## src/rtl/axis_1553_pkg.sv

```systemverilog
// Shared definitions for the MIL-STD-1553 AXI-Stream message encoder:
// sync/diff codes, tuser field positions, FSM states and the word pattern builder.
package axis_1553_pkg;

    localparam logic [1:0] SYNC_CMD  = 2'b01;
    localparam logic [1:0] SYNC_DATA = 2'b10;

    localparam logic [1:0] DIFF_HIGH = 2'b10;
    localparam logic [1:0] DIFF_LOW  = 2'b01;
    localparam logic [1:0] DIFF_IDLE = 2'b00;

    localparam int TUSER_SYNC_LSB = 0;
    localparam int TUSER_BUS      = 2;
    localparam int TUSER_PINV     = 3;

    localparam int WORD_HALF_BITS = 40;
    localparam int BEAT_W         = 25;

    typedef enum logic [1:0] {
        ST_IDLE = 2'd0,
        ST_TX   = 2'd1,
        ST_GAP  = 2'd2
    } state_t;

    // Line level per half-bit, bit 39 transmitted first (1 = high, 0 = low).
    function automatic logic [39:0] build_pattern(
        input logic [15:0] data,
        input logic        is_cmd,
        input logic        pinv
    );
        logic [39:0] pat;
        logic        par;
        pat[39:34] = is_cmd ? 6'b111000 : 6'b000111;
        for (int i = 0; i < 16; i++) begin
            pat[33 - 2*i] = data[15 - i];
            pat[32 - 2*i] = ~data[15 - i];
        end
        par    = ~(^data) ^ pinv;
        pat[1] = par;
        pat[0] = ~par;
        return pat;
    endfunction

endpackage

```

## src/rtl/axis_1553_word_fifo.sv

```systemverilog
// Beat buffer for the 1553 encoder: pointer-based FIFO with a registered
// ready flag and a fall-through read so a freshly written beat can be loaded next cycle.
module axis_1553_word_fifo #(
    parameter int WIDTH = 25,
    parameter int DEPTH = 16
) (
    input  logic             clk,
    input  logic             rst_n,
    input  logic             wr_valid,
    input  logic [WIDTH-1:0] wr_data,
    output logic             ready,
    input  logic             rd_en,
    output logic [WIDTH-1:0] rd_data,
    output logic             empty
);

    localparam int AW = (DEPTH > 1) ? $clog2(DEPTH) : 1;

    if (DEPTH < 2 || (DEPTH & (DEPTH - 1)) != 0) begin : g_bad_depth
        $error("axis_1553_word_fifo: DEPTH must be a power of two and at least 2");
    end

    logic [WIDTH-1:0] mem [DEPTH];
    logic [AW:0]      wr_ptr_reg, wr_ptr_next;
    logic [AW:0]      rd_ptr_reg, rd_ptr_next;
    logic             ready_reg;
    logic             push, pop, full_next;

    assign empty   = (wr_ptr_reg == rd_ptr_reg);
    assign push    = wr_valid && ready_reg;
    assign pop     = rd_en && !empty;
    assign ready   = ready_reg;
    assign rd_data = mem[rd_ptr_reg[AW-1:0]];

    always_comb begin
        wr_ptr_next = wr_ptr_reg + {{AW{1'b0}}, push};
        rd_ptr_next = rd_ptr_reg + {{AW{1'b0}}, pop};
        full_next   = (wr_ptr_next[AW] != rd_ptr_next[AW]) &&
                      (wr_ptr_next[AW-1:0] == rd_ptr_next[AW-1:0]);
    end

    // ready is held low through reset and then mirrors !full exactly,
    // so a push while full is never accepted even if a pop happens that cycle.
    always_ff @(posedge clk or negedge rst_n) begin
        if (!rst_n) begin
            wr_ptr_reg <= '0;
            rd_ptr_reg <= '0;
            ready_reg  <= 1'b0;
        end else begin
            wr_ptr_reg <= wr_ptr_next;
            rd_ptr_reg <= rd_ptr_next;
            ready_reg  <= !full_next;
        end
    end

    always_ff @(posedge clk) begin
        if (push) begin
            mem[wr_ptr_reg[AW-1:0]] <= wr_data;
        end
    end

endmodule

```

## src/rtl/axis_1553_encoder_msg.sv

```systemverilog
// MIL-STD-1553 Manchester II message encoder fed by AXI-Stream words;
// drives one of two buses per message and enforces an inter-message idle gap.
module axis_1553_encoder_msg
    import axis_1553_pkg::*;
#(
    parameter int CLOCK_SPEED   = 20000000,
    parameter int BIT_RATE      = 1000000,
    parameter int FIFO_DEPTH    = 16,
    parameter int GAP_HALF_BITS = 8
) (
    input  logic        aclk,
    input  logic        arstn,
    input  logic [15:0] s_axis_tdata,
    input  logic [7:0]  s_axis_tuser,
    input  logic        s_axis_tvalid,
    input  logic        s_axis_tlast,
    output logic        s_axis_tready,
    output logic [1:0]  diff_a,
    output logic [1:0]  diff_b,
    output logic        en_diff_a,
    output logic        en_diff_b,
    output logic        busy,
    output logic        underrun
);

    localparam int HALF       = CLOCK_SPEED / (2 * BIT_RATE);
    localparam int CNT_W      = (HALF > 1) ? $clog2(HALF) : 1;
    localparam int GAP_CYCLES = GAP_HALF_BITS * HALF;
    localparam int GAP_W      = (GAP_CYCLES > 1) ? $clog2(GAP_CYCLES) : 1;

    if (HALF * 2 * BIT_RATE != CLOCK_SPEED || HALF < 2) begin : g_bad_rate
        $error("axis_1553_encoder_msg: CLOCK_SPEED must be an exact multiple of 2*BIT_RATE with H >= 2");
    end
    if (GAP_HALF_BITS < 1) begin : g_bad_gap
        $error("axis_1553_encoder_msg: GAP_HALF_BITS must be at least 1");
    end

    logic [BEAT_W-1:0] beat, fifo_data;
    logic              fifo_empty, fifo_pop;
    logic              fifo_last;
    logic [7:0]        fifo_user;
    logic [15:0]       fifo_word;
    logic [39:0]       load_pat;
    logic              unused_user_bits;

    assign beat = {s_axis_tlast, s_axis_tuser, s_axis_tdata};

    axis_1553_word_fifo #(
        .WIDTH (BEAT_W),
        .DEPTH (FIFO_DEPTH)
    ) u_fifo (
        .clk      (aclk),
        .rst_n    (arstn),
        .wr_valid (s_axis_tvalid),
        .wr_data  (beat),
        .ready    (s_axis_tready),
        .rd_en    (fifo_pop),
        .rd_data  (fifo_data),
        .empty    (fifo_empty)
    );

    assign fifo_last        = fifo_data[24];
    assign fifo_user        = fifo_data[23:16];
    assign fifo_word        = fifo_data[15:0];
    assign unused_user_bits = ^fifo_user[7:4];
    assign load_pat         = build_pattern(fifo_word,
                                            fifo_user[TUSER_SYNC_LSB +: 2] == SYNC_CMD,
                                            fifo_user[TUSER_PINV]);

    state_t            state_reg, state_next;
    logic [39:0]       pat_reg, pat_next;
    logic [5:0]        half_reg, half_next;
    logic [CNT_W-1:0]  cnt_reg, cnt_next;
    logic [GAP_W-1:0]  gap_reg, gap_next;
    logic              last_reg, last_next;
    logic              bus_reg, bus_next;
    logic [1:0]        diff_a_reg, diff_a_next;
    logic [1:0]        diff_b_reg, diff_b_next;
    logic              en_a_reg, en_a_next;
    logic              en_b_reg, en_b_next;
    logic              busy_reg, busy_next;
    logic              underrun_reg, underrun_next;
    logic [1:0]        tx_code;

    assign tx_code = pat_reg[39] ? DIFF_HIGH : DIFF_LOW;

    // Outputs are computed one cycle ahead and registered, so the level shown
    // for a half-bit lags the counters by one clock; the word-end edge therefore
    // still drives the final parity clock while loading the next word.
    always_comb begin
        state_next    = state_reg;
        pat_next      = pat_reg;
        half_next     = half_reg;
        cnt_next      = cnt_reg;
        gap_next      = gap_reg;
        last_next     = last_reg;
        bus_next      = bus_reg;
        diff_a_next   = DIFF_IDLE;
        diff_b_next   = DIFF_IDLE;
        en_a_next     = 1'b0;
        en_b_next     = 1'b0;
        busy_next     = busy_reg;
        underrun_next = 1'b0;
        fifo_pop      = 1'b0;

        unique case (state_reg)
            ST_IDLE: begin
                if (!fifo_empty) begin
                    fifo_pop   = 1'b1;
                    pat_next   = load_pat;
                    last_next  = fifo_last;
                    bus_next   = fifo_user[TUSER_BUS];
                    half_next  = '0;
                    cnt_next   = '0;
                    busy_next  = 1'b1;
                    state_next = ST_TX;
                end
            end

            ST_TX: begin
                if (bus_reg) begin
                    diff_b_next = tx_code;
                    en_b_next   = 1'b1;
                end else begin
                    diff_a_next = tx_code;
                    en_a_next   = 1'b1;
                end

                if (cnt_reg == CNT_W'(HALF - 1)) begin
                    cnt_next = '0;
                    if (half_reg == 6'(WORD_HALF_BITS - 1)) begin
                        if (last_reg) begin
                            state_next = ST_GAP;
                            gap_next   = '0;
                        end else if (!fifo_empty) begin
                            fifo_pop  = 1'b1;
                            pat_next  = load_pat;
                            last_next = fifo_last;
                            half_next = '0;
                        end else begin
                            state_next    = ST_GAP;
                            gap_next      = '0;
                            underrun_next = 1'b1;
                        end
                    end else begin
                        half_next = half_reg + 6'd1;
                        pat_next  = {pat_reg[38:0], 1'b0};
                    end
                end else begin
                    cnt_next = cnt_reg + 1'b1;
                end
            end

            ST_GAP: begin
                if (gap_reg == GAP_W'(GAP_CYCLES - 1)) begin
                    state_next = ST_IDLE;
                    busy_next  = 1'b0;
                end else begin
                    gap_next = gap_reg + 1'b1;
                end
            end

            default: begin
                state_next = ST_IDLE;
                busy_next  = 1'b0;
            end
        endcase
    end

    always_ff @(posedge aclk or negedge arstn) begin
        if (!arstn) begin
            state_reg    <= ST_IDLE;
            pat_reg      <= '0;
            half_reg     <= '0;
            cnt_reg      <= '0;
            gap_reg      <= '0;
            last_reg     <= 1'b0;
            bus_reg      <= 1'b0;
            diff_a_reg   <= DIFF_IDLE;
            diff_b_reg   <= DIFF_IDLE;
            en_a_reg     <= 1'b0;
            en_b_reg     <= 1'b0;
            busy_reg     <= 1'b0;
            underrun_reg <= 1'b0;
        end else begin
            state_reg    <= state_next;
            pat_reg      <= pat_next;
            half_reg     <= half_next;
            cnt_reg      <= cnt_next;
            gap_reg      <= gap_next;
            last_reg     <= last_next;
            bus_reg      <= bus_next;
            diff_a_reg   <= diff_a_next;
            diff_b_reg   <= diff_b_next;
            en_a_reg     <= en_a_next;
            en_b_reg     <= en_b_next;
            busy_reg     <= busy_next;
            underrun_reg <= underrun_next;
        end
    end

    assign diff_a    = diff_a_reg;
    assign diff_b    = diff_b_reg;
    assign en_diff_a = en_a_reg;
    assign en_diff_b = en_b_reg;
    assign busy      = busy_reg;
    assign underrun  = underrun_reg;

endmodule
```

## config.mk

```make
export PLATFORM = sky130hd
export DESIGN_NAME = axis_1553_encoder_msg
export DESIGN_NICKNAME = d
export VERILOG_FILES = /design/src/rtl/axis_1553_pkg.sv /design/src/rtl/axis_1553_word_fifo.sv /design/src/rtl/axis_1553_encoder_msg.sv
export SDC_FILE = /design/constraint.sdc
export NUM_CORES = 1
export LEC_CHECK = 0
export BUFFER_PORTS_ARGS = -buffer_cell sky130_fd_sc_hd__buf_2
export CAP_MARGIN = 20
export CORE_MARGIN = 2
export CORE_UTILIZATION = 53
export CTS_BUF_LIST = sky130_fd_sc_hd__clkbuf_8
export DETAILED_ROUTE_END_ITERATION = 6
export GPL_TIMING_DRIVEN = 1
export HOLD_SLACK_MARGIN = 0.02
export MAX_ROUTING_LAYER = met4
export PLACE_DENSITY = 0.73
export RECOVER_POWER = 100
export SYNTH_ARGS = -nofsm -noshare
export SYNTH_HDL_FRONTEND = slang
export SYNTH_SLANG_ARGS = --single-unit
export TNS_END_PERCENT = 5
```

## constraint.sdc

```tcl
create_clock -name aclk -period 3.9 [get_ports aclk]
set_input_delay 0.78 -clock aclk [delete_from_list [all_inputs] [get_ports aclk]]
set_output_delay 0.78 -clock aclk [all_outputs]
set_load 0.05 [all_outputs]
```

### Word-level counts from Yosys, hierarchy flattened

Memory sizes are Yosys's and may differ from the RTL's.
Index checks and enable logic that the tools add are counted.
W data, S select, Z words.

| operators by class | value |
|---|---|
| multiplexer cells | 57 |
| bitwise gates (word level) | 21 |
| reductions and logical operators | 16 |
| $add $sub $neg | 5 |
| eq/ne operators | 16 |

Operators by type and width:

| operator | number |
|---|---|
| $mux W40 | 4 |
| $pmux W40 S2 | 1 |
| $mux W7 | 5 |
| $mux W6 | 5 |
| $mux W1 | 22 |
| $mux W2 | 11 |
| $not A1 Y1 | 20 |
| $reduce_xor A16 Y1 | 1 |
| $pmux W7 S2 | 1 |
| $pmux W6 S2 | 1 |
| $add A5 B1 Y5 | 2 |
| $ne A2 B2 Y1 const B | 5 |
| $reduce_and A5 Y1 | 2 |
| $mux W4 | 2 |
| $pmux W4 S2 | 1 |
| $add A7 B1 Y7 const B | 1 |
| $eq A7 B7 Y1 const B | 1 |
| $add A6 B1 Y6 const B | 1 |
| $eq A6 B6 Y1 const B | 1 |
| $ne A3 B3 Y1 const B | 2 |
| $pmux W2 S3 | 1 |
| $reduce_and A3 Y1 | 2 |
| $eq A5 B5 Y1 | 1 |
| $add A4 B1 Y4 const B | 1 |
| 14 further kinds | 21 |

| word-level totals | value |
|---|---|
| flip-flop bits (word level) | 80 |
| word-level logic and storage cells | 132 |
| memories kept | 1 |
| bits in writable memories | 400 |
| output and inout port bits | 9 |
| input bits | 28 |

Memories:

| name | depth | bits a word | read ports | clocked after Yosys merged registers in | write ports | RTL line | source |
|---|---|---|---|---|---|---|---|
| u_fifo.mem | 16 | 25 | 1 | 0 | 1 | axis_1553_word_fifo.sv:23 | `logic [WIDTH-1:0] mem [DEPTH];` |

### Depth between registers and ports, before layout

| depth | value |
|---|---|
| depth after elaboration | 11 |
| mapped depth | 17 |
| mapped depth without buffers | 15 |

### Modules after synthesis

From an unflattened synthesis, not the netlist that was laid out.

| unflattened totals | value |
|---|---|
| cell total of the unflattened synthesis | 992 |
| area total of the unflattened synthesis | 18969.4 µm² |

Modules (own cells, without submodules):

| module | seq. area each (µm²) | instances | area an instance (µm²) | cells an instance |
|---|---|---|---|---|
| axis_1553_word_fifo | 12286.8 | 1 | 15605.0 | 686 |
| axis_1553_encoder_msg | 1726.7 | 1 | 3364.5 | 306 |

### Least setup slack after synthesis

No wires, ideal clock.

| path | value |
|---|---|
| kind | input port to flip-flop |
| from | input s_axis_tvalid |
| to | memory u_fifo.mem[0][0], enable pin |
| setup time | 425 ps |
| arrival | 3019 ps |
| path buffers | 1 |
| data required time | 3475 ps |
| slack | 455 ps |
| cell stages on the path | 4 |
| cells stage by stage | and2_1 -> clkbuf_1 -> or3b_2 -> nor3_1 |

| between the ends | value |
|---|---|
| word-level cells in the longest chain between the ends | 3 |

Ends and longest elaborated chain:

| item | RTL line | source |
|---|---|---|
| from (decl) | axis_1553_encoder_msg.sv:15 | `input logic s_axis_tvalid,` |
| $logic_and A1 B1 Y1 | axis_1553_word_fifo.sv:30 | `assign push = wr_valid && ready_reg;` |
| $mux W1 | axis_1553_word_fifo.sv:57 | `if (push) begin` |
| $mux W1 (not written as such) | axis_1553_word_fifo.sv:58 | `mem[wr_ptr_reg[AW-1:0]] <= wr_data;` |
| to (decl) | axis_1553_word_fifo.sv:23 |  |

Every way passes these cells.

### Worst setup path after layout

| path | value |
|---|---|
| from | register u_fifo.rd_ptr_reg[1] |
| to | register u_fifo.ready_reg, in the netlist u_fifo.ready |

| between the ends | value |
|---|---|
| word-level cells in the longest chain between the ends | 11 |
| elaborated cells between the ends (all ways) | 13 |
| classes of those cells | add/sub: 1; eq/ne: 3; mux: 5; reduce/logical: 4 |

Ends and longest elaborated chain:

| item | RTL line | source |
|---|---|---|
| from (decl) | axis_1553_word_fifo.sv:25 | `logic [AW:0] rd_ptr_reg, rd_ptr_next;` |
| from (signal assigned) | axis_1553_word_fifo.sv:51 | `rd_ptr_reg <= rd_ptr_next;` |
| $eq A5 B5 Y1 | axis_1553_word_fifo.sv:29 | `assign empty = (wr_ptr_reg == rd_ptr_reg);` |
| $mux W1 | axis_1553_encoder_msg.sv:108, axis_1553_encoder_msg.sv:135 |  |
| $mux W1 | axis_1553_encoder_msg.sv:132 | `if (last_reg) begin` |
| $mux W1 | axis_1553_encoder_msg.sv:131 | `if (half_reg == 6'(WORD_HALF_BITS - 1)) begin` |
| $mux W1 | axis_1553_encoder_msg.sv:129 | `if (cnt_reg == CNT_W'(HALF - 1)) begin` |
| $pmux W1 S2 | axis_1553_encoder_msg.sv:106 | `unique case (state_reg)` |
| $logic_and A1 B1 Y1 | axis_1553_word_fifo.sv:31 | `assign pop = rd_en && !empty;` |
| $add A5 B1 Y5 (*) | axis_1553_word_fifo.sv:37 | `rd_ptr_next = rd_ptr_reg + {{AW{1'b0}}, pop};` |
| net u_fifo.rd_ptr_next[4] | axis_1553_word_fifo.sv:25 |  |
| $ne A1 B1 Y1 (*) | axis_1553_word_fifo.sv:38 | `full_next = (wr_ptr_next[AW] != rd_ptr_next[AW]) &&` |
| $logic_and A1 B1 Y1 (*) | axis_1553_word_fifo.sv:38 |  |
| $logic_not A1 Y1 (*) | axis_1553_word_fifo.sv:52 | `ready_reg <= !full_next;` |
| to (signal assigned) | axis_1553_word_fifo.sv:52 |  |
| to (decl) | axis_1553_word_fifo.sv:26 | `logic ready_reg;` |

Mark *: on every way through the listed nets, which the timed path passes. The rest lies on a longest branch.
A chain may end at the register's enable or synchronous reset.

==> summary.md <==
| Metric | Value |
|---|---|
| Cts bufs inserted | 68 |
| Met2 routed WL | 16.4 mm |
| Crit Path Max Fanout | 22 |
| Max frequency | 0.283 GHz |
| Yosys cell types | 52 |
| Total Die Area | 0.0322 mm^2 |
| Count of pins over their slew limit | 210 |
| ANT nets after route | 0 |
| CP required | 4.31 ns |
| Area Overhead vs Synth | 11.7% |
| Worst hold path depth | 2 |
| Hold Buf Count CTS | 0 |
| DP Worst Slack | 0.530 ns |
| Critical Path Sink Type | flop |
| Met3 wire length | 2.34 mm |
| CP startpoint kind | flop |
| Total number of vias | 8517 |
| Non-filler cells, final | 1419 |
| Final Util | 0.599 |
| Setup WS post-layout | 0.361 ns |
| Max-slew headroom | -0.372 |
| Layout cells sized above 1 | 0.197 |
| Hpwl dp | 19.7 mm |
| Commonest non-fill, non-tap cell in the layout | edfxtp_1 |
| Synth Register Bits | 416 |
| Pwr Total | 12.8 mW |
| Instance count on the critical path | 15 |
| Total Routing Usage GR | 0.218 |
| CTS max path bufs | 3 |
| Status | finished, violations left |
| Clk_skew | 0.0222 ns |
| Most frequent CP cell | xnor2_1 |
| Initial antenna violation count | 1 |
| Tcrit/Tclk final | 0.907 |
| Final nets | 1010 |
| Placer congestion estimate | 0.781 |
| Total Neg Setup Slack | 0 ns |
| Worst setup path start | u_fifo.rd_ptr_reg[1] |
| Area contributors post-synth | edfxtp_1, dfrtp_1, mux4_2 |
| R2R depth | 15 |
| Worst reg-to-reg setup slack | 0.36 ns |
| Violated checks | max-capacitance violations, max-slew violations |
| RSZ-0062 raised after global routing | false |
| Die X | 180 um |
| Ys Warns | 0 |
| Die height | 180 um |
| Hold Path End | pat_reg[37] |
| Minimum clock period | 3.54 ns |
| Pin count of the biggest net entering global routing | 81 |
| Setup violations, final | 0 |
| Worst path cell trace | buf_12 > xnor2_1 > nand3_1 > nor3_1 > clkbuf_1 > nor2_1 > nand2_1 > inv_1 > ha_1 > ha_1 > nand3_1 > xnor2_1 > xnor2_1 > nor2_1 > nand4_1 |
| Post-Syn Area per Cell | 18.8 um^2 |
| Final hold vios | 0 |
| Total wire length | 33.8 mm |
| HP Class | flop to flop |
| Top Family by Delay on Critical Path | simple AND/OR/NAND/NOR gates |
| Critical R2R Launch | u_fifo.rd_ptr_reg[1] |
| Critical path class | flop to flop |
| DR WL/cell | 23.8 um |
| DR pass1 iterations | 5 |
| CP Buf/Inv Count | 3 |
| Vias in the first global route | 8713 |
| CTS Sinks | 416 |
| Top layer in use | met4 |
| Maximum vdd drop | 0.430 mV |
| CP max-delay cell | dfrtp_4 |
| Depth of the CTS H-tree | 3 |
| Grt total ovfl | 0 |
| Syn Inst Count | 871 |
| Worst Max-Slew Pin Slew | 2.06 ns |
| Ys async rst share | 0.192 |
| Post-cts resize count | 0 |
| Placed Cells | 1299 |
| Max reg flops | 336 |
| Area of the core | 0.0304 mm^2 |
| Pwr Density | 701 mW/mm^2 |
| Post-CTS Setup Bufs | 0 |
| Worst EP arrival | 3.95 ns |
| Largest stage delay, worst path | 0.64 ns |
| Area leader, netlist | edfxtp_1 |
| FP Rows | 64 |
| Seq/Total Area, Yosys | 0.740 |
| Post-Syn Nets | 907 |
| Maxcap violations | 9 |
| Top Ports | 37 |
| Commonest non-fill, non-tap cells in the layout | edfxtp_1, mux4_2, dfrtp_1 |
| Worst skew pair latency | 0.58 ns |
| EDFF count, synth | 336 |
| Leak | 6.32 nW |
| First-pass GRT wire length | 51.6 mm |
| Reg2Reg Capture Point | u_fifo.ready |
| Drt first-iter violations | 892 |
| Synth Flop Type | edfxtp_1 |
| Initial Util | 0.537 |
| CTS tree | built |
| Drt via density | 6.00 |
| Hold Startpoint | pat_reg[37] |
| Port bufs | 32 |
| # fillers | 2217 |
| Syn Std Cell Area | 0.0163 mm^2 |
| CTS Root Cell | clkbuf_8 |
| WL met1 | 14.1 mm |
| Remaining DRCs | 0 |
| Share of the synthesized area in the top cell type | 0.618 |
| Worst-path clk slew | 0.06 ns |
worst max-delay path by stage:
stage                                  end
final                         u_fifo.ready
after global routing          u_fifo.ready
after CTS                       pat_reg[0]
after detailed placement        pat_reg[0]
after global placement          pat_reg[0]
after floorplan           u_fifo.mem[0][0]
worst min-delay path: stages (launching register included):
cell and delay [ns]:
dfrtp_1 0.34, nand2_1 0.05, o21ai_0 0.06
cells in the mapped netlist (9+ instances only):
library cell  instances
o22ai_1              15
dfrtp_1              80
nand2_1              46
mux4_2               86
xor2_1               11
nor2_1               55
nand3_1              16
and3_1               11
nor3_1               12
edfxtp_1            336
xnor2_1              13
a21oi_1              16
clkbuf_1             22
o21ai_1              13
a221o_1              14
a22oi_1               9
inv_1                12
mux2i_1               9
per-stage QoR:
step | area (um^2) | hold WS (ns)
final | 18200 | 0.484
after global routing | 18200 | 0.514
after CTS | 18400 | 0.395
after detailed placement | 17200 | 0.477
after global placement | 17200 | 0.472
after floorplan | 16300 | 0.451
per-layer routing:
metal | vias up | GRT usage
li1 | 3717 | -
met1 | 4395 | 0.293
met2 | 330 | 0.336
met3 | 75 | 0.0448
met4 | 0 | 0.0797
met5 | - | -
cells by family (layout without fill, tap and decap cells):
logic type	Yosys count	in the layout	share of synthesized area
AO/OA/AOI/OAI	100	100	0.0439
XOR/XNOR	31	31	0.0221
adder cells (fa/ha/maj)	8	8	0.00613
buffers and inverters	53	204	0.0158
flip-flops	416	416	0.740
multiplexers	96	96	0.125
other	0	1	0
AND/OR/NAND/NOR	167	167	0.0470
where the power goes:
| part | switching (mW) | total, mW | internal, mW |
|---|---|---|---|
| sequential | 0.407 | 5.90 | 5.49 |
| clock | 1.63 | 3.35 | 1.73 |
| combinational | 1.79 | 3.54 | 1.75 |
layout make-up:
class                   count  area, um^2  share of cell area
flip-flops and latches    416       12100               0.663
clock inverters            45         195              0.0107
clock buffers              73        1000              0.0551
diodes                      1        2.50            0.000137
multi-input cells         402        4000               0.219
inverters                  14        52.6             0.00288
well taps                 396         495              0.0272
repair buffers             72         390              0.0214
No activity file was read; power rests on OpenSTA's default activity.
